===== src/rtl/mem_align_unit.sv =====
// Byte-lane alignment and access splitting between the RV32I core memory port
// and word-organised physical memory; unaligned accesses become two transactions.
module mem_align_unit (
    input  logic        clk,
    input  logic        rst,
    input  logic        core_read,
    input  logic        core_write,
    input  logic [2:0]  core_funct3,
    input  logic [31:0] core_address,
    input  logic [31:0] core_wdata,
    output logic [31:0] core_rdata,
    output logic        core_resp,
    output logic        pmem_read,
    output logic        pmem_write,
    output logic [31:0] pmem_address,
    output logic [31:0] pmem_wdata,
    output logic [3:0]  pmem_mbe,
    input  logic [31:0] pmem_rdata,
    input  logic        pmem_resp
);

    typedef enum logic [2:0] {IDLE, ACC1, GAP, ACC2, DONE} state_t;

    state_t      state_q;
    logic [31:0] addr_q;
    logic [31:0] wdata_q;
    logic [31:0] lo_q;
    logic [1:0]  size_q;
    logic        write_q;

    logic [31:0] src_addr;
    logic [31:0] src_wdata;
    logic [1:0]  src_size;
    logic [1:0]  off;
    logic [2:0]  nbytes;
    logic [2:0]  end_off;
    logic [3:0]  nmask;
    logic [31:0] byte_mask;
    logic [7:0]  mbe_wide;
    logic [63:0] wdata_wide;
    logic [63:0] rd_cat;
    logic [31:0] word_addr;
    logic [31:0] rd_aligned;
    logic        split;

    logic unused_funct3;
    assign unused_funct3 = core_funct3[2];

    // In IDLE the lane math runs on the live request so ACC1 outputs can be registered at acceptance.
    always_comb begin
        src_addr  = (state_q == IDLE) ? core_address     : addr_q;
        src_wdata = (state_q == IDLE) ? core_wdata       : wdata_q;
        src_size  = (state_q == IDLE) ? core_funct3[1:0] : size_q;
        case (src_size)
            2'b00: begin
                nbytes    = 3'd1;
                nmask     = 4'b0001;
                byte_mask = 32'h0000_00FF;
            end
            2'b01: begin
                nbytes    = 3'd2;
                nmask     = 4'b0011;
                byte_mask = 32'h0000_FFFF;
            end
            default: begin
                nbytes    = 3'd4;
                nmask     = 4'b1111;
                byte_mask = 32'hFFFF_FFFF;
            end
        endcase
        off        = src_addr[1:0];
        end_off    = {1'b0, off} + nbytes;
        split      = end_off > 3'd4;
        mbe_wide   = {4'b0000, nmask} << off;
        wdata_wide = {32'h0000_0000, src_wdata} << {off, 3'b000};
        word_addr  = {src_addr[31:2], 2'b00};
        // Upper halves of the widened vectors are the second-word lanes; hi is zero unless in ACC2.
        rd_cat     = (state_q == ACC2) ? {pmem_rdata, lo_q} : {32'h0000_0000, pmem_rdata};
        rd_aligned = 32'(rd_cat >> {off, 3'b000}) & byte_mask;
    end

    always_ff @(posedge clk) begin
        if (rst) begin
            state_q      <= IDLE;
            addr_q       <= '0;
            wdata_q      <= '0;
            lo_q         <= '0;
            size_q       <= '0;
            write_q      <= 1'b0;
            core_rdata   <= '0;
            core_resp    <= 1'b0;
            pmem_read    <= 1'b0;
            pmem_write   <= 1'b0;
            pmem_address <= '0;
            pmem_wdata   <= '0;
            pmem_mbe     <= '0;
        end else begin
            case (state_q)
                IDLE: begin
                    if (core_read || core_write) begin
                        addr_q       <= core_address;
                        wdata_q      <= core_wdata;
                        size_q       <= core_funct3[1:0];
                        write_q      <= core_write;
                        pmem_read    <= ~core_write;
                        pmem_write   <= core_write;
                        pmem_address <= word_addr;
                        pmem_mbe     <= mbe_wide[3:0];
                        pmem_wdata   <= wdata_wide[31:0];
                        state_q      <= ACC1;
                    end
                end
                ACC1: begin
                    if (pmem_resp) begin
                        lo_q       <= pmem_rdata;
                        pmem_read  <= 1'b0;
                        pmem_write <= 1'b0;
                        if (split) begin
                            pmem_address <= word_addr + 32'd4;
                            pmem_mbe     <= mbe_wide[7:4];
                            pmem_wdata   <= wdata_wide[63:32];
                            state_q      <= GAP;
                        end else begin
                            core_resp <= 1'b1;
                            if (!write_q) core_rdata <= rd_aligned;
                            state_q   <= DONE;
                        end
                    end
                end
                GAP: begin
                    pmem_read  <= ~write_q;
                    pmem_write <= write_q;
                    state_q    <= ACC2;
                end
                ACC2: begin
                    if (pmem_resp) begin
                        pmem_read  <= 1'b0;
                        pmem_write <= 1'b0;
                        core_resp  <= 1'b1;
                        if (!write_q) core_rdata <= rd_aligned;
                        state_q    <= DONE;
                    end
                end
                DONE: begin
                    core_resp <= 1'b0;
                    state_q   <= IDLE;
                end
                default: state_q <= IDLE;
            endcase
        end
    end

endmodule


===== config.mk =====
export PLATFORM = sky130hd
export DESIGN_NAME = mem_align_unit
export DESIGN_NICKNAME = d
export VERILOG_FILES = /design/src/rtl/mem_align_unit.sv
export SDC_FILE = /design/constraint.sdc
export NUM_CORES = 1
export LEC_CHECK = 0
export ABC_CLOCK_PERIOD_IN_PS = 5400
export BUFFER_PORTS_ARGS = -buffer_cell sky130_fd_sc_hd__buf_2
export CORE_MARGIN = 2
export CORE_UTILIZATION = 55
export DETAILED_ROUTE_END_ITERATION = 6
export MAX_ROUTING_LAYER = met4
export PLACE_DENSITY = 0.79
export SLEW_MARGIN = 10
export SYNTH_ARGS = -nofsm -noshare
export SYNTH_HDL_FRONTEND = slang
export SYNTH_SLANG_ARGS = --single-unit
export TNS_END_PERCENT = 10

===== constraint.sdc =====
create_clock -name clk -period 5.4 [get_ports clk]
set_clock_uncertainty 0.2 [all_clocks]
set_input_delay 1.08 -clock clk [delete_from_list [all_inputs] [get_ports clk]]
set_output_delay 1.08 -clock clk [all_outputs]
set_load 0.03 [all_outputs]

### Word-level counts from Yosys, hierarchy flattened

Cells that the tools add are included.

| operators by class | value |
|---|---|
| multiplexer cells | 38 |
| reduce and logical (&&, ||, !) cells | 15 |
| bitwise gates (word level) | 3 |
| shift operators | 3 |
| $add $sub $neg | 2 |
| multiply operators | 0 |
| eq/ne operators | 11 |
| order comparisons | 1 |
| divide/modulo/power cells | 0 |

Operators by type and width:

| cell | number |
|---|---|
| $mux W32 | 12 |
| $pmux W32 S2 | 4 |
| $mux W64 | 1 |
| $shl A32 B5 Y64 | 1 |
| $shr A64 B5 Y32 | 1 |
| $add A32 B3 Y32 const B | 1 |
| $and A32 B32 Y32 | 1 |
| $pmux W4 S2 | 2 |
| $mux W3 | 4 |
| $mux W4 | 3 |
| $pmux W3 S4 | 1 |
| $reduce_and A4 Y1 | 3 |
| $pmux W1 S3 | 3 |
| $ne A2 B2 Y1 const B | 4 |
| $shl A4 B2 Y8 | 1 |
| $eq A3 B2 Y1 const B | 2 |
| $mux W1 | 6 |
| $pmux W3 S2 | 1 |
| $reduce_and A3 Y1 | 2 |
| $reduce_bool A3 Y1 | 2 |
| $ne A2 B1 Y1 const B | 2 |
| $reduce_and A2 Y1 | 2 |
| $reduce_bool A2 Y1 | 2 |
| $add A2 B3 Y3 | 1 |
| other kinds (10) | 11 |

| word-level totals | value |
|---|---|
| memory bits (writable) | 0 |
| output and inout port bits | 103 |
| memory bits (read-only) | 0 |
| memories | 0 |
| bits in latches | 0 |
| register bits | 205 |

### Depth between registers and ports, before layout

Gate-level depths: netlist of run 1.

| logic depth | value |
|---|---|
| depth in word-level cells | 9 |
| mapped depth | 14 |

### Worst setup path before layout of run 1

Ideal clock, no wire load.

| timing path | value |
|---|---|
| path type | input to register |
| from | input core_address[0] |
| to | register pmem_wdata[10] |
| library setup time | 132 ps |
| arrival time | 3822 ps |
| buffers on the path | 5 |
| cell stages on the path | 14 |
| setup slack | 1246 ps |
| path through | buf_2 > mux2_1 > buf_2 > clkbuf_1 > ha_1 > inv_1 > fa_1 > a21o_1 > or2_2 > o21a_1 > buf_2 > buf_4 > a311oi_1 > nor3_1 |

| on the way | value |
|---|---|
| word-level cells in the longest chain between the ends | 5 |

Ends and longest elaborated chain:

| what | RTL line | source |
|---|---|---|
| start: declaration | 9 | `input logic [31:0] core_address,` |
| $mux W32 * | 51 | `src_addr = (state_q == IDLE) ? core_address : addr_q;` |
| $add A2 B3 Y3 / $shl A32 B5 Y64 (equally long branches) | 72, 75 |  |
| $gt A3 B3 Y1 / $mux W32 (equally long branches) | 73, 118 |  |
| $ne A2 B2 Y1 (no source line) / $mux W32 (equally long branches) | -- |  |
| $reduce_and A4 Y1 (no source line) / $pmux W32 S2 (equally long branches) | -- |  |
| end signal: assignment | 109 | `pmem_wdata <= wdata_wide[31:0];` |
| end signal: assignment | 121 | `pmem_wdata <= wdata_wide[63:32];` |
| end: declaration | 16 | `output logic [31:0] pmem_wdata,` |

Every way passes the cells marked *; elsewhere a longest branch is shown, timed or not. The select of a mux whose other input is x is not followed.
A chain may end at the register's enable or synchronous reset.

### Final worst setup path of run 1

| timing path | value |
|---|---|
| from | register state_q[2] |
| to | register core_rdata[21] |

| on the way | value |
|---|---|
| word-level cells in the longest chain between the ends | 9 |

Ends and longest elaborated chain:

| what | RTL line | source |
|---|---|---|
| start: declaration | 24 | `state_t state_q;` |
| start signal: assignment | 84 | `state_q <= IDLE;` |
| start signal: assignment | 110 | `state_q <= ACC1;` |
| start signal: assignment | 122 | `state_q <= GAP;` |
| branches (longest 9 deep; another with $add A2 B3 Y3) | -- |  |
| end signal: assignment | 125 | `if (!write_q) core_rdata <= rd_aligned;` |
| end signal: assignment | 140 | `if (!write_q) core_rdata <= rd_aligned;` |
| end: declaration | 11 | `output logic [31:0] core_rdata,` |

Parallel ways; which one is timed is not known. The select of a mux whose other input is x is not followed.

==> results.md, run 1 <==
- Cells after synthesis: 1392
- DRC: 0
- Total via count in the routed design: 10600
- Start point of the worst min-delay path: pmem_address[6]
- Fmax: 225 MHz
- R2R Path Start: state_q[2]
- CTS clock-pin slew for the worst setup and hold paths: 0.06 ns
- Via count normalized by instance count: 5.87
- Internal power consumption: 3.13 mW
- Worst-Skew Late Latency: 0.51 ns
- Total Die Area: 0.0207 mm²
- Cell Pwr Density: 387 mW/mm²
- Critical path class: flip-flop to flip-flop
- Startpoint kind of the worst setup timing path: flip-flop
- CP Max Fanout: 17
- Post-cts sizing count: 0
- Share of final-layout standard cells stronger than drive strength 1: 19.8%
- I/O pin count: 207
- Avg Inst Size Synth: 7.72 µm²
- Number of flops mapped to enable cells by yosys: 0
- Hold path endpoint: pmem_address[6]
- Num CTS Buffers: 22
- Gp weighted congestion: 0.910
- Number of synthesized register bits: 203
- Status: completed
- Maximum number of pins on one net before global-route repair: 111
- Port bufs: 203
- Reported max-cap violation count: 0
- Most common library cell in the layout ignoring fill and taps: sky130_fd_sc_hd__nand2_1
- Initial Util: 55.6%
- Number of failing hold endpoints at the final stage: 0
- Maximum level of the CTS H-tree: 1
- Synth Cell Area: 0.0108 mm²
- Crit path required time: 5.63 ns
- Total global routing track utilization: 30.2%
- Arrival time of data at the critical path endpoint: 4.68 ns
- Longest individual stage delay on the worst path: 1.03 ns
- Die Y-Extent: 144 µm
- Main flop type after synthesis: sky130_fd_sc_hd__dfxtp_1
- Final Net Count: 1636
- Worst slew pin tran: 1.24 ns
- Yosys Warn Count: 0
- R2r setup slk: 0.95 ns
- Iteration-0 DRC Markers: 888
- Antenna violation net count after detailed routing: 0
- Async set-reset flop share out of synthesis: 0%
- Worst IR drop on VDD: 0.000220 V
- Final min period: 4.45 ns
- Detailed-routing iteration count for the pre-antenna-repair pass: 5
- Kind of capture point of the worst setup path: flip-flop
- Final TNS setup: 0 ns
- Cells along the critical path: nor3_4 -> mux2i_4 -> and2_1 -> ha_1 -> inv_1 -> fa_1 -> a21o_1 -> o21a_1 -> nor2_1 -> o2bb2ai_1
- Post-synthesis sequential area ratio: 37.8%
- Final hold slack: 0.249 ns
- Final Max Slew Viols: 0
- Comb power frac: 31.1%
- RSZ-0062 raised after global routing: false
- Chip Width: 144 µm
- Slew headroom: 17.3%
- R2R cell count: 10
- Aggregate global routing overflow: 0
- Average wire per cell in the routed design: 17.4 µm
- Number of antenna violations at the first check in global routing: 1
- CTS tree: yes
- Worst Hold Depth: 2
- Final number of setup-violating endpoints: 0
- Clk buf depth: 3
- Post-synthesis cell type count: 60
- Root cell of the clock tree: sky130_fd_sc_hd__clkbuf_16
- Wire length of the first global-routing pass: 49100 µm
- Total number of clock tree sinks: 203
- Part of the total power dissipated in sequential elements: 36.7%
- Post-CTS Hold Buffers: 0
- Power share of the clock group: 32.2%
- DP HPWL: 21100 µm
- Core Region: 0.0193 mm²
- Standard-cell row count: 51
- Number of global-route vias before repair: 9418
- Synth-to-Final Area Change: 17.1%
- Static leakage: 5.43 nW
- Worst R2R End: core_rdata[21]
- Period utilization: 82.4%
- Slowest stage cell on the critical path: sky130_fd_sc_hd__nor2_1
- Total of fill cells in the finished design: 1659
- Reported net switching power: 1.75 mW
- Final wirelength: 31500 µm
- Number of buffers added for setup after CTS: 0
- Highest-count cells in the layout ignoring fill and taps: sky130_fd_sc_hd__nand2_1 (308), sky130_fd_sc_hd__dfxtp_1 (203), sky130_fd_sc_hd__buf_2 (202)
- Proportion of total power due to net switching: 35.9%
- Worst hold path type: flip-flop to flip-flop
how the worst max path moves through the flow:
stage	start	to	slack (ns)	depth (start not counted)
2_1_floorplan	core_address[0]	pmem_wdata[10]	1.25	14
3_3_place_gp	core_funct3[1]	core_rdata[21]	0.86	10
3_5_place_dp	core_funct3[1]	core_rdata[21]	0.76	10
4_1_cts	state_q[2]	core_rdata[21]	0.97	10
5_1_grt	state_q[2]	core_rdata[9]	0.74	10
6_report	state_q[2]	core_rdata[21]	0.95	10
sequential cells by signal (all words and copies together) (netlist names):
name,cells
pmem_mbe,4
wdata_q,32
core_resp,1
pmem_wdata,32
size_q,2
pmem_write,1
pmem_address,30
lo_q,32
core_rdata,32
state_q,3
addr_q,32
pmem_read,1
write_q,1
layout make-up:
| type | instances | area [µm²] | area share [%] |
|---|---|---|---|
| Inverter | 9 | 33.8 | 0.268 |
| Clock inverter | 5 | 75.1 | 0.596 |
| Sequential cell | 203 | 4060 | 32.3 |
| Multi-Input combinational cell | 1070 | 6230 | 49.5 |
| Timing Repair Buffer | 222 | 1160 | 9.26 |
| Antenna cell | 3 | 7.51 | 0.0596 |
| Clock buffer | 33 | 683 | 5.43 |
| Tap cell | 265 | 332 | 2.63 |
critical path, delay by kind of cell, from the launching register on:
kind / cells / cell delay [ns]
muxes: 1 / 0.51
adders and majority gates: 2 / 0.60
and+or+nand+nor: 3 / 1.67
AOI/OAI and AO/OA: 3 / 0.87
DFF: 1 / 0.45
buffers and inverters: 1 / 0.05
cells in the mapped netlist (all sizes together), types with 10 or more instances:
library cell | number | area, µm²
o2bb2ai | 26 | 228
o21ai | 16 | 83.8
xor2 | 14 | 123
a21oi | 172 | 861
clkbuf | 73 | 274
mux2i | 107 | 1080
o211ai | 11 | 82.6
nor3 | 61 | 322
nand2 | 308 | 1160
dfxtp | 203 | 4060
nand3 | 23 | 115
mux2 | 32 | 360
nor2 | 128 | 483
or3 | 13 | 81.3
a211oi | 46 | 345
xnor2 | 10 | 106
buf | 38 | 189
o22ai | 22 | 138
logic make-up (layout without fill, tap and decap cells):
| family | Yosys count | after routing | synth area share (%) |
|---|---|---|---|
| and+or+nand+nor | 572 | 572 | 22.6 |
| buffers and inverters | 120 | 269 | 4.62 |
| DFF | 203 | 203 | 37.8 |
| AOI/OAI and AO/OA | 329 | 329 | 18.9 |
| other | 1 | 5 | 0.0349 |
| adders and majority gates | 4 | 4 | 0.535 |
| muxes | 139 | 139 | 13.4 |
| xor gates and xnor gates | 24 | 24 | 2.13 |
metal layers:
metal	vias to the layer above	wire (µm)	track usage (%)
met4	0	777	9.18
li1	5137	-	-
met3	56	2720	5.20
met5	-	0	-
met2	479	14400	47.2
met1	4953	13600	40.2
through the flow:
stage	setup slack (ns)	total power [mW]	instance area [µm²]	instances	util (%)
finish	0.951	4.87	12600	1810	65.1
global route	0.741	5.11	12600	1808	65.1
CTS	0.975	4.88	12600	1807	65.1
detailed placement	0.763	3.31	11800	1769	61.1
global placement	0.858	3.28	11800	1769	61.1
floorplan	1.25	2.89	10800	1393	-
power by group through the flow:
stage | Sequential (mW) | Clock, mW | Combinational, mW
after floorplan | 1.99 | 0 | 0.896
after global placement | 1.81 | 0 | 1.47
after detailed placement | 1.81 | 0 | 1.49
after CTS | 1.78 | 1.60 | 1.50
after global routing | 1.81 | 1.66 | 1.65
final | 1.79 | 1.57 | 1.51
(Power assumes the default switching activity.)
==> run 2, diff against run 1 <==
- ABC_CLOCK_PERIOD_IN_PS: 5400 -> 4100
- clock period: 5.4 -> 4.1 ns (I/O delays scaled with it)
==> results.md, run 2 (same netlist as run 1, synthesis figures left out) <==
- Worst-Skew Late Latency: 0.52 ns (about the same)
- Internal power consumption: 4.08 mW (+30%)
- Part of the total power dissipated in sequential elements: 36.5% (-0.2 points)
- Final number of setup-violating endpoints: 0 (unchanged)
- Fin util: 65.8% (+0.70 points)
- Root cell of the clock tree: sky130_fd_sc_hd__clkbuf_16
- DRC: 0 (unchanged)
- Total global routing track utilization: 30.4% (+0.17 points)
- R2R cell count: 12 (+2)
- Crit path required time: 4.27 ns (-1.36 ns)
- Post-cts sizing count: 0 (unchanged)
- Final min period: 3.94 ns (-0.509 ns)
- Kind of capture point of the worst setup path: flip-flop
- R2r setup slk: 0.16 ns (-0.79 ns)
- Crit path launch: state_q[2]
- Cell Pwr Density: 505 mW/mm² (+31%)
- Reported max-cap violation count: 0 (unchanged)
- Worst setup path endpoint: pmem_wdata[11]
- Static leakage: 5.50 nW (+1.4%)
- Aggregate global routing overflow: 0 (unchanged)
- Num CTS Buffers: 23 (+4.5%)
- Maximum level of the CTS H-tree: 1 (unchanged)
- Comb power frac: 31.8% (+0.7 points)
- Core Region: 0.0193 mm² (unchanged)
- Detailed-routing iteration count for the pre-antenna-repair pass: 7 (+2)
- Standard-cell row count: 51 (unchanged)
- Port bufs: 203 (unchanged)
- Period utilization: 96.1% (+14 points)
- Total number of clock tree sinks: 203 (unchanged)
- Initial Util: 55.6% (unchanged)
- Reported net switching power: 2.35 mW (+35%)
- Chip Width: 144 µm (unchanged)
- Worst IR drop on VDD: 0.000363 V (+65%)
- CTS tree: yes
- Startpoint kind of the worst setup timing path: flip-flop
- Die Y-Extent: 144 µm (unchanged)
- Gp weighted congestion: 0.920 (+1.1%)
- CTS clock-pin slew for the worst setup and hold paths: 0.06 ns (about the same)
- Worst R2R End: pmem_wdata[11]
- Proportion of total power due to net switching: 36.6% (+0.72 points)
- CP Max Fanout: 28 (+11)
- Worst hold path type: flip-flop to flip-flop
- Total of fill cells in the finished design: 1707 (+2.9%)
- Power Total: 6.43 mW (+32%)
- Highest-count cells in the layout ignoring fill and taps: sky130_fd_sc_hd__nand2_1 (308), sky130_fd_sc_hd__dfxtp_1 (203), sky130_fd_sc_hd__buf_2 (202)
- DP HPWL: 21300 µm (+0.94%)
- Slew headroom: 22.6% (+5.3 points)
- R2R Path Start: state_q[2]
- Synth-to-Final Area Change: 18.3%
- Most common library cell in the layout ignoring fill and taps: sky130_fd_sc_hd__nand2_1
- Total via count in the routed design: 10600 (+0.21%)
- Arrival time of data at the critical path endpoint: 4.11 ns (-0.57 ns)
- Final hold slack: 0.249 ns (-0.000190 ns)
- Clk buf depth: 3 (unchanged)
- Fmax: 254 MHz (+13%)
- Critical path class: flip-flop to flip-flop
- Status: completed
- Iteration-0 DRC Markers: 942 (+6.1%)
- Number of global-route vias before repair: 9568 (+1.6%)
- Via count normalized by instance count: 5.82 (-0.83%)
- Final wirelength: 31600 µm (+0.12%)
- Number of buffers added for setup after CTS: 0 (unchanged)
- Number of failing hold endpoints at the final stage: 0 (unchanged)
- I/O pin count: 207 (unchanged)
- Worst slew pin tran: 1.16 ns (-0.0778 ns)
- Post-CTS Hold Buffers: 0 (unchanged)
- Wire length of the first global-routing pass: 49600 µm (+0.97%)
- Final TNS setup: 0 ns (unchanged)
- Final Max Slew Viols: 0 (unchanged)
- Final Net Count: 1651 (+0.92%)
- Share of final-layout standard cells stronger than drive strength 1: 20.8% (+1.1 points)
- Maximum number of pins on one net before global-route repair: 97 (-13%)
- Average wire per cell in the routed design: 17.3 µm (-0.92%)
- Total Die Area: 0.0207 mm² (unchanged)
- RSZ-0062 raised after global routing: false
- Power share of the clock group: 31.7% (-0.5 points)
- Number of antenna violations at the first check in global routing: 3 (+2)
- Antenna violation net count after detailed routing: 0 (unchanged)
-- run 2: changes by cell type in the layout (fill, tap and decap cells not counted), sizes merged --
| cell | delta |
|---|---|
| clkbuf | +1 |
| buf | +14 |
| bufinv | -2 |
| clkinvlp | +1 |
| diode | +1 |
| inv | +1 |
| clkinv | +3 |
-- run 2: routing by layer --
layer  track usage [%]  vias up  share of wire, %
met5                 -        -                 0
met4              7.28        0               2.1
met3              5.90       57               9.0
met2              47.6      438                46
met1              40.7     4976                43
li1                  -     5176                 -
-- run 2: stage by stage --
stage / instances / setup WS, ns / area, µm²
6_report: 1829 / 0.160 / 12700
2_1_floorplan: 1393 / 0.206 / 10800
5_1_grt: 1828 / 0.00982 / 12700
4_1_cts: 1825 / 0.168 / 12700
3_5_place_dp: 1783 / 0.117 / 12000
3_3_place_gp: 1783 / 0.222 / 12000
-- run 2: area by class of cell --
type | instances | area (µm²) | area share, %
Clock buffer | 34 | 707 | 5.56
Sequential cell | 203 | 4060 | 31.9
Inverter | 9 | 33.8 | 0.266
Antenna cell | 4 | 10.0 | 0.0787
Multi-Input combinational cell | 1070 | 6230 | 49.0
Timing Repair Buffer | 236 | 1290 | 10.2
Clock inverter | 8 | 50.0 | 0.393
Tap cell | 265 | 332 | 2.61
-- run 2: power groups by stage --
stage	logic (mW)	clock network [mW]	registers [mW]
floorplan	1.18	0	2.62
global placement	1.98	0	2.38
detailed placement	2.01	0	2.38
CTS	2.02	2.06	2.34
global route	2.22	2.15	2.37
finish	2.05	2.04	2.35
-- run 2: worst min path at each step --
stage	start	to	slack [ns]	cells past startpoint
after global routing	pmem_address[9]	pmem_address[9]	0.27	2
final	pmem_address[6]	pmem_address[6]	0.25	2
after global placement	lo_q[4]	lo_q[4]	0.24	2
after CTS	pmem_wdata[31]	pmem_wdata[31]	0.25	2
after floorplan	addr_q[18]	addr_q[18]	0.23	2
after detailed placement	pmem_address[12]	pmem_address[12]	0.24	2
-- run 2: worst max-delay path, cell delays in order (launching register included) --
cell and delay (ns):
sky130_fd_sc_hd__dfxtp_1 0.33, sky130_fd_sc_hd__nor3_4 0.36, sky130_fd_sc_hd__buf_4 0.23, sky130_fd_sc_hd__mux2_1 0.35
sky130_fd_sc_hd__ha_1 0.20, sky130_fd_sc_hd__inv_1 0.07, sky130_fd_sc_hd__fa_1 0.42, sky130_fd_sc_hd__a21o_1 0.22
sky130_fd_sc_hd__or2_2 0.33, sky130_fd_sc_hd__o21a_2 0.43, sky130_fd_sc_hd__buf_4 0.26, sky130_fd_sc_hd__a311oi_1 0.28
sky130_fd_sc_hd__nor3_1 0.08
==> run 3, diff against run 2 <==
- ABC_CLOCK_PERIOD_IN_PS: 4100 -> 3300
- CORE_UTILIZATION: 55 -> 51
- PLACE_DENSITY: 0.79 -> 0.77
- clock period: 4.1 -> 3.3 ns (I/O delays scaled with it)
==> results.md, run 3 (same netlist as run 1, synthesis figures left out) <==
- Status: completed
- Final number of setup-violating endpoints: 0 (unchanged)
- Arrival time of data at the critical path endpoint: 3.42 ns (-0.69 ns)
- Average wire per cell in the routed design: 17.7 µm (+2.6%)
- CP Max Fanout: 11 (-61%)
- Period utilization: 97.8% (+1.7 points)
- Final wirelength: 33100 µm (+4.9%)
- CTS clock-pin slew for the worst setup and hold paths: 0.06 ns (about the same)
- Slew headroom: 45.1% (+22 points)
- Final Max Slew Viols: 0 (unchanged)
- Clk buf depth: 3 (unchanged)
- RSZ-0062 raised after global routing: true
- Number of antenna violations at the first check in global routing: 5 (+2)
- Aggregate global routing overflow: 0 (unchanged)
- Worst IR drop on VDD: 0.000397 V (+9.3%)
- Crit path launch: state_q[1]
- Standard-cell row count: 53 (+3.9%)
- Slowest stage cell on the critical path: sky130_fd_sc_hd__fa_1
- Via count normalized by instance count: 5.86 (+0.67%)
- R2R Path Start: state_q[1]
- Detailed-routing iteration count for the pre-antenna-repair pass: 5 (-2)
- Total stage count of the critical path: 14 (+2)
- Final hold slack: 0.204 ns (-0.0449 ns)
- Gp weighted congestion: 0.956 (+4.0%)
- Share of final-layout standard cells stronger than drive strength 1: 23.0% (+2.2 points)
- Total global routing track utilization: 28.9% (-1.4 points)
- Antenna violation net count after detailed routing: 0 (unchanged)
- Fmax: 310 MHz (+22%)
- Worst setup path endpoint: pmem_address[31]
- Num CTS Buffers: 22 (-4.3%)
- Crit path required time: 3.50 ns (-0.77 ns)
- Wire length on met1: 14000 µm (+3.0%)
- Family with the most delay on the worst path: simple AND/OR/NAND/NOR gates
- Highest-count cells in the layout ignoring fill and taps: sky130_fd_sc_hd__nand2_1 (308), sky130_fd_sc_hd__buf_2 (202), sky130_fd_sc_hd__dfxtp_1 (201)
- Highest Signal Layer: met4
- Reported max-cap violation count: 0 (unchanged)
- Port bufs: 203 (unchanged)
- Wire length on met3: 3020 µm (+5.9%)
- Post-CTS Hold Buffers: 0 (unchanged)
- Kind of capture point of the worst setup path: flip-flop
- Critical path class: flip-flop to flip-flop
- Maximum level of the CTS H-tree: 1 (unchanged)
- Number of failing hold endpoints at the final stage: 0 (unchanged)
- DRC: 0 (unchanged)
- Core Region: 0.0208 mm² (+7.7%)
- Startpoint kind of the worst setup timing path: flip-flop
- Worst setup margin: 0.0740 ns (-0.0863 ns)
- Chip Width: 149 µm (+3.7%)
- I/O pin count: 207 (unchanged)
- Final min period: 3.23 ns (-0.714 ns)
- Total number of clock tree sinks: 203 (unchanged)
- Die Y-Extent: 149 µm (+3.7%)
- Number of global-route vias before repair: 9904 (+3.5%)
- Worst setup slack before clock tree synthesis: -0.0465 ns (-0.164 ns)
- R2R cell count: 14 (+2)
- Wire length of the first global-routing pass: 51100 µm (+3.2%)
- Cell Pwr Density: 629 mW/mm² (+24%)
- Synth-to-Final Area Change: 22.2%
- Static leakage: 5.71 nW (+3.7%)
- Root cell of the clock tree: sky130_fd_sc_hd__clkbuf_16
- Worst R2R End: pmem_address[31]
- Total Die Area: 0.0223 mm² (+7.6%)
- DP HPWL: 22100 µm (+3.6%)
- Number of buffers and inverters on the critical path: 4 (+1)
- Sum of met2 wire segment lengths after detailed routing: 15000 µm (+3.8%)
- Worst hold path type: input port to flip-flop
- Initial Util: 51.6% (-4.0 points)
- Total of fill cells in the finished design: 1819 (+6.6%)
- Final Net Count: 1681 (+1.8%)
- Iteration-0 DRC Markers: 945 (+0.32%)
- Worst-Skew Late Latency: 0.51 ns (about the same)
- Maximum number of pins on one net before global-route repair: 76 (-22%)
- Longest individual stage delay on the worst path: 0.44 ns (about the same)
- Final TNS setup: 0 ns (unchanged)
- Worst slew pin tran: 0.821 ns (-0.337 ns)
- R2r setup slk: 0.07 ns (-0.09 ns)
- Cells along the critical path: nor3_4 -> buf_12 -> mux2i_4 -> and2_4 -> ha_4 -> inv_2 -> fa_1 -> a21o_1 -> or2_4 -> o21ai_4 -> buf_4 -> clkbuf_16 -> nor2_1 -> o2bb2ai_1
- Non-Filler Cell Area, Final: 0.0131 mm² (+3.3%)
- DP Area: 0.0122 mm² (+1.9%)
- CTS tree: yes
- Most common library cell in the layout ignoring fill and taps: sky130_fd_sc_hd__nand2_1
- Total via count in the routed design: 11000 (+2.9%)
-- run 3: cell count changes in the layout (fill, tap and decap cells not counted), moves of 3 or more --
cell | previous run | this run
sky130_fd_sc_hd__clkbuf_8 | 9 | 6
sky130_fd_sc_hd__buf_4 | 31 | 54
sky130_fd_sc_hd__o21ai_0 | 13 | 8
sky130_fd_sc_hd__o21ai_1 | 0 | 4
sky130_fd_sc_hd__buf_12 | 2 | 6
-- run 3: cell type report --
cell class              instances  area, µm²  share of cell area [%]
multi-input cells            1072       6320                    48.1
flip-flops and latches        203       4070                    31.0
repair buffers                265       1600                    12.2
clock buffers                  32        669                    5.10
well taps                     275        344                    2.62
clock inverters                 8       93.8                   0.714
inverters                       9       33.8                   0.257
diodes                          6       15.0                   0.114
-- run 3: power breakdown --
| part | internal, mW | total, mW | switching (mW) | leakage [nW] |
|---|---|---|---|---|
| sequential | 2.73 | 2.92 | 0.188 | 1.67 |
| clock | 1.56 | 2.59 | 1.02 | 0.382 |
| combinational | 0.984 | 2.75 | 1.76 | 3.66 |
-- run 3: worst min path at each step --
stage / start / end / slack [ns] / cells after the start
floorplan: addr_q[18] / addr_q[18] / 0.23 / 2
global placement: pmem_address[5] / pmem_address[5] / 0.24 / 2
detailed placement: pmem_address[19] / pmem_address[19] / 0.24 / 2
CTS: core_address[7] / addr_q[7] / 0.19 / 3
global route: core_address[29] / addr_q[29] / 0.20 / 3
finish: core_address[7] / addr_q[7] / 0.20 / 3
-- run 3: metal layers --
layer | vias to the layer above | GRT usage [%]
met3 | 89 | 4.56
met5 | - | -
met4 | 0 | 9.05
met1 | 5109 | 38.7
li1 | 5235 | -
met2 | 526 | 45.2
-- run 3: metrics by stage --
| stage | utilization [%] | instances | total power [mW] |
|---|---|---|---|
| finish | 63.1 | 1870 | 8.26 |
| global route | 63.1 | 1869 | 8.62 |
| CTS | 62.3 | 1854 | 8.13 |
| detailed placement | 58.5 | 1813 | 5.55 |
| global placement | 58.5 | 1813 | 5.49 |
| floorplan | - | 1393 | 4.76 |
-- run 3: repair_timing --
item                       in CTS  in global routing
cloned                          0                  4
gates resized for setup         0                 15
buffers inserted                1                  6
pin swaps                       1                 15
setup endpoints to repair      19                 77
-- run 3: worst reg2reg max path, cell delays in order (launching register included) --
cell and delay (ns):
sky130_fd_sc_hd__dfxtp_2 0.34, sky130_fd_sc_hd__nor3_4 0.22, sky130_fd_sc_hd__buf_12 0.15, sky130_fd_sc_hd__mux2i_4 0.22, sky130_fd_sc_hd__and2_4 0.18, sky130_fd_sc_hd__ha_4 0.12, sky130_fd_sc_hd__inv_2 0.03, sky130_fd_sc_hd__fa_1 0.44
sky130_fd_sc_hd__a21o_1 0.18, sky130_fd_sc_hd__or2_4 0.27, sky130_fd_sc_hd__o21ai_4 0.21, sky130_fd_sc_hd__buf_4 0.17, sky130_fd_sc_hd__clkbuf_16 0.17, sky130_fd_sc_hd__nor2_1 0.07, sky130_fd_sc_hd__o2bb2ai_1 0.15
